===== src/rtl/mem_responder_pkg.sv =====
// Shared types and constants for the mem_responder slave.
package mem_responder_pkg;

    typedef enum logic [1:0] {
        IDLE,
        WAIT,
        RESP,
        TURN
    } state_e;

    typedef enum logic {
        OP_READ,
        OP_WRITE
    } op_e;

    localparam int LATENCY_MAX = 15;
    localparam int CNT_W       = $clog2(LATENCY_MAX + 1);

endpackage


===== src/rtl/mem_responder_array.sv =====
// Single-port word RAM: two byte-lane write enables, registered read.
module mem_array #(
    parameter int ADDR_WIDTH = 8
) (
    input  logic                  clk,
    input  logic                  clear_i,
    input  logic [ADDR_WIDTH-1:0] addr_i,
    input  logic                  rd_en_i,
    input  logic [1:0]            we_i,
    input  logic [15:0]           wdata_i,
    output logic [15:0]           rdata_o
);

    logic [15:0] mem_q [0:(2**ADDR_WIDTH)-1];
    logic [15:0] rdata_q;

    always_ff @(posedge clk) begin
        if (we_i[0]) begin
            mem_q[addr_i][7:0] <= wdata_i[7:0];
        end
        if (we_i[1]) begin
            mem_q[addr_i][15:8] <= wdata_i[15:8];
        end
    end

    // Output register holds the last read word until the next read or clear.
    always_ff @(posedge clk) begin
        if (clear_i) begin
            rdata_q <= '0;
        end else if (rd_en_i) begin
            rdata_q <= mem_q[addr_i];
        end
    end

    assign rdata_o = rdata_q;

endmodule


===== src/rtl/mem_responder.sv =====
// Fixed-latency memory slave for the mem_read/mem_write/mem_resp handshake.
// Define MEM_RESPONDER_ERR_EN to enable the mem_err pulse.
module mem_responder
    import mem_responder_pkg::*;
#(
    parameter int ADDR_WIDTH = 8,
    parameter int LATENCY    = 2,
    parameter int DATA_WIDTH = 16
) (
    input  logic        clk,
    input  logic        clear,
    input  logic [15:0] mem_address,
    input  logic        mem_read,
    input  logic        mem_write,
    input  logic [1:0]  mem_byte_enable,
    input  logic [15:0] mem_wdata,
    output logic [15:0] mem_rdata,
    output logic        mem_resp,
    output logic        mem_err
);

    if (DATA_WIDTH != 16) begin : g_bad_dw
        $error("mem_responder: DATA_WIDTH must be 16");
    end
    if (LATENCY < 1 || LATENCY > LATENCY_MAX) begin : g_bad_lat
        $error("mem_responder: LATENCY out of range 1..15");
    end
    if (ADDR_WIDTH < 1 || ADDR_WIDTH > 15) begin : g_bad_aw
        $error("mem_responder: ADDR_WIDTH out of range 1..15");
    end

    localparam logic [CNT_W-1:0] LAT_M1 = CNT_W'(LATENCY - 1);

    state_e                  state_q, state_d;
    logic [CNT_W-1:0]        cnt_q, cnt_d;
    logic [ADDR_WIDTH-1:0]   addr_q, addr_d;
    logic [DATA_WIDTH-1:0]   wdata_q, wdata_d;
    logic [1:0]              be_q, be_d;
    op_e                     op_q, op_d;
    logic                    resp_q, resp_d;
    logic                    req;
    logic                    ram_rd;
    logic [1:0]              ram_we;

    assign req = mem_read | mem_write;

    always_comb begin
        state_d = state_q;
        cnt_d   = cnt_q;
        addr_d  = addr_q;
        wdata_d = wdata_q;
        be_d    = be_q;
        op_d    = op_q;
        resp_d  = 1'b0;
        unique case (state_q)
            IDLE: begin
                if (req) begin
                    addr_d  = mem_address[ADDR_WIDTH-1:0];
                    wdata_d = mem_wdata;
                    be_d    = mem_byte_enable;
                    op_d    = mem_write ? OP_WRITE : OP_READ;
                    cnt_d   = CNT_W'(1);
                    state_d = (LATENCY > 1) ? WAIT : RESP;
                end
            end
            WAIT: begin
                // A requester that drops both strobes abandons the access.
                if (!req) begin
                    cnt_d   = '0;
                    state_d = IDLE;
                end else begin
                    cnt_d = cnt_q + CNT_W'(1);
                    if (cnt_q == LAT_M1) begin
                        state_d = RESP;
                    end
                end
            end
            RESP: begin
                cnt_d   = '0;
                resp_d  = 1'b1;
                state_d = TURN;
            end
            TURN: begin
                state_d = IDLE;
            end
        endcase
    end

    always_ff @(posedge clk) begin
        if (clear) begin
            state_q <= IDLE;
            cnt_q   <= '0;
            resp_q  <= 1'b0;
        end else begin
            state_q <= state_d;
            cnt_q   <= cnt_d;
            resp_q  <= resp_d;
        end
    end

    always_ff @(posedge clk) begin
        addr_q  <= addr_d;
        wdata_q <= wdata_d;
        be_q    <= be_d;
        op_q    <= op_d;
    end

    // The RAM access lands on the edge that raises mem_resp.
    assign ram_rd = (state_q == RESP) && (op_q == OP_READ) && !clear;
    assign ram_we = ((state_q == RESP) && (op_q == OP_WRITE) && !clear)
                  ? be_q : 2'b00;

    mem_array #(
        .ADDR_WIDTH (ADDR_WIDTH)
    ) u_array (
        .clk     (clk),
        .clear_i (clear),
        .addr_i  (addr_q),
        .rd_en_i (ram_rd),
        .we_i    (ram_we),
        .wdata_i (wdata_q),
        .rdata_o (mem_rdata)
    );

    assign mem_resp = resp_q;

`ifdef MEM_RESPONDER_ERR_EN
    logic err_q, err_d;
    logic err_out_q;

    always_comb begin
        err_d = err_q;
        if (state_q == IDLE && req) begin
            err_d = (mem_read & mem_write)
                  | (|mem_address[15:ADDR_WIDTH]);
        end
    end

    always_ff @(posedge clk) begin
        if (clear) begin
            err_q     <= 1'b0;
            err_out_q <= 1'b0;
        end else begin
            err_q     <= err_d;
            err_out_q <= (state_q == RESP) && err_q;
        end
    end

    assign mem_err = err_out_q;
`else
    logic unused_addr_hi;
    assign unused_addr_hi = ^mem_address[15:ADDR_WIDTH];
    assign mem_err        = 1'b0;
`endif

endmodule


===== config.mk =====
export PLATFORM = sky130hd
export DESIGN_NAME = mem_responder
export DESIGN_NICKNAME = d
export VERILOG_FILES = /design/src/rtl/mem_responder_pkg.sv /design/src/rtl/mem_responder_array.sv /design/src/rtl/mem_responder.sv
export SDC_FILE = /design/constraint.sdc
export NUM_CORES = 2
export LEC_CHECK = 0
export CORE_MARGIN = 2
export CORE_UTILIZATION = 43
export CTS_CLUSTER_SIZE = 24
export DETAILED_ROUTE_END_ITERATION = 6
export PLACE_DENSITY_LB_ADDON = 0.08
export SYNTH_ARGS = -nofsm -noshare
export SYNTH_HDL_FRONTEND = slang
export SYNTH_HIERARCHICAL = 1
export SYNTH_SLANG_ARGS = --single-unit

===== constraint.sdc =====
create_clock -name clk -period 5.2 [get_ports clk]
set_input_delay 1.3 -clock clk [delete_from_list [all_inputs] [get_ports clk]]
set_output_delay 1.3 -clock clk [all_outputs]
set_load 0.005 [all_outputs]

==> impl_results.md <==
* Status: finished, final reports clean
* ANT nets after route at 0
* I/O pin count at 56
* Most common cell in the netlist: edfxtp_1
* Area taken by flip-flops and latches at 124000 sq um
* CTS sink cnt at 4146
* Pleak at 57.1 nW
* Hpwl dp at 295000 microns
* RSZ-0062 raised after global routing: no
* Clock latency on the worst-skew pair at 0.97 ns
* Yosys top cell area share at 77.0%
* DIE AREA at 379000 sq um
* Core area at 372000 sq um
* Met3 wire len at 35000 microns
* Crit path arrival time at 5.46 ns
* PD cells at 488 nW/um^2
* Worst setup margin at 0.599 ns
* Vias in the first global route at 81.0k
* Post-Syn Area per Cell at 21.3 sq um
* CTS tree: done
* Max-cap violations at 0
* Most area-hungry cell type in the Yosys netlist: edfxtp_1
* Setup TNS at 0 ns
* Top Layer Used: met5
* Nets at 8041
* Sequential fraction of the synthesis area at 77.3%
* Endpoints failing setup at 0
* Num CTS Buffers at 434
* Worst-path fanout max at 45
* CP Capture Type: flip-flop
* Worst hold-check path type: reg2reg
* Total track usage at 24.6%
* Detailed-route via count at 80.3k
* DR iter-0 viols at 9817
* Post-synthesis register bit count at 4146
* Most used DFF post-synth: edfxtp_1
* Buffers on Ports at 46
* Post-CTS setup buffers at 0
* Number of flops mapped to enable cells by yosys at 4123
* Most instantiated cells after synthesis: edfxtp_1, mux4_2, nor2_1
* Largest net degree at the start of global routing at 186
* YS warnings at 6
* Clock root cell: clkbuf_16
* Power Total at 89.4 mW
* Post-CTS Resized at 0
* H-tree Lvls at 5
* Routed wire per std cell at 35.3 microns
* Row count at 224
* WP data required at 6.06 ns
* Synthesized area at 161000 sq um
* Max Clock Freq at 217 MHz
* Max Buffers Root-to-Sink at 4
* DP Worst Slack at 0.453 ns
* Layout cells sized above 1 at 25.5%
* DR vias/cell at 6.02
* Tmin final at 4.60 ns
* Post-Syn Nets at 7576
* Total Wirelength at 471000 microns
* Fill count at 30.3k
* Layout area overhead at 14.1%
* First-pass GRT wire length at 651000 microns
* Residual DRC at 0
* Multi-input gate area at 34100 sq um
* Grt total ovfl at 0
* Yosys cell types at 75
* Synthesized instance count at 7531
* GP Congestion at 0.840
* Worst slew pin tran at 1.36 ns
* Peak supply drop at 0.354 mV
* Chip height at 615 microns
* DRT Pass-1 Iters at 5
* Wire length on met1 at 199000 microns
* Cts-stage hold buffer count at 0
* Initial antenna violation count at 36
* Clk slew on worst S/H paths at 0.06 ns
* Startpoint types: flip-flop
* Type of the worst setup path: reg2reg
* Fin. Hold Viols at 0
* Starting Density at 43.2%
* WL met2 at 222000 microns
* Tcrit/Tclk final at 88.5%
* Ys async rst share at 0%
* Slew headroom at 9.01%
* Synth area leaders: edfxtp_1, mux4_2, mux2i_1, nor2_1, nand2_1
* Final Skew at 0.0364 ns
* Die Span X at 615 microns
* Final slew viol count at 0
-- final timing paths --
path / startpoint / endpoint / slack (ns) / cells after the start
worst max-delay path: addr_q[0] / u_array/rdata_o[3] / 0.60 / 9
worst min-delay path: cnt_q[3] / cnt_q[3] / 0.50 / 2
worst max register to register: addr_q[0] / u_array/rdata_o[3] / 0.60 / 9
worst min register to register: cnt_q[3] / cnt_q[3] / 0.50 / 2
-- worst max-delay path, stage by stage, from the launching register on --
cell	delay, ns
edfxtp_1	1.18
buf_12	0.26
buf_4	0.28
buf_12	0.38
mux4_2	0.57
mux2i_1	0.47
o32ai_1	0.19
nor4_1	0.25
nand4_1	0.47
o21a_1	0.35
-- power breakdown --
group,internal [mW],switching [mW],leakage [nW]
clock,18.3,12.8,6.94
sequential,39.3,0.316,37.2
combinational,6.18,12.5,12.9
-- cells by family after synthesis --
logic type               count (synthesis)  share of synthesized area [%]
AO/OA/AOI/OAI                          538                           2.28
other                                    1                        0.00233
multiplexers                          1320                           16.0
flip-flops                            4146                           77.3
adder cells (fa/ha/maj)                  7                         0.0545
buffers and inverters                  468                           1.61
AND/OR/NAND/NOR                       1051                           2.71
-- placed cells by master (no fill, tap or decap), types with 16 or more instances in the layout --
cell,instances
clkinv_1,95
o22ai_1,115
nand3_1,43
o22a_1,17
o21ai_0,77
nand3_2,16
a22oi_1,42
mux4_2,994
mux2_2,34
bufinv_16,55
dfxtp_1,23
clkdlybuf4s50_1,45
a21oi_1,76
mux2i_1,287
nor2_1,604
clkbuf_16,441
a32oi_1,57
a31oi_1,35
clkinv_2,78
buf_12,66
edfxtp_1,4123
buf_4,367
a211oi_1,28
nand2_1,261
clkbuf_1,95
-- per-layer routing --
layer | vias to the layer above | global-route usage (%)
li1 | 32400 | -
met1 | 44100 | 35.2
met2 | 3130 | 38.8
met3 | 610 | 4.38
met4 | 10 | 7.25
met5 | - | 0
-- state kept, by name (all words and copies together), names as in the netlist, named ones only --
register and count:
u_array/rdata_o 16, state_q 1, wdata_q 16, addr_q 8, cnt_q 4, be_q 2
u_array/mem_q 4096, mem_resp 1, op_q 1
-- final cells by class --
| type | instances | area share [%] |
|---|---|---|
| clock buffers | 541 | 6.25 |
| clock inverters | 256 | 1.49 |
| well taps | 4972 | 3.39 |
| inverters | 18 | 0.0478 |
| repair buffers | 479 | 2.47 |
| flip-flops and latches | 4146 | 67.8 |
| multi-input cells | 2917 | 18.6 |
| diodes | 14 | 0.0191 |
-- metrics by stage --
step           instance area [sq um]  std cells  hold slack, ns  util, %
6_report                      183000      13300           0.496     49.3
5_1_grt                       183000      13300           0.529     49.3
4_1_cts                       183000      13300           0.497     49.3
3_5_place_dp                  169000      12500           0.489     45.5
3_3_place_gp                  169000      12500           0.494     45.5
2_1_floorplan                 161000       7531           0.460        -
Note: power is estimated with default switching activity, not from simulation.
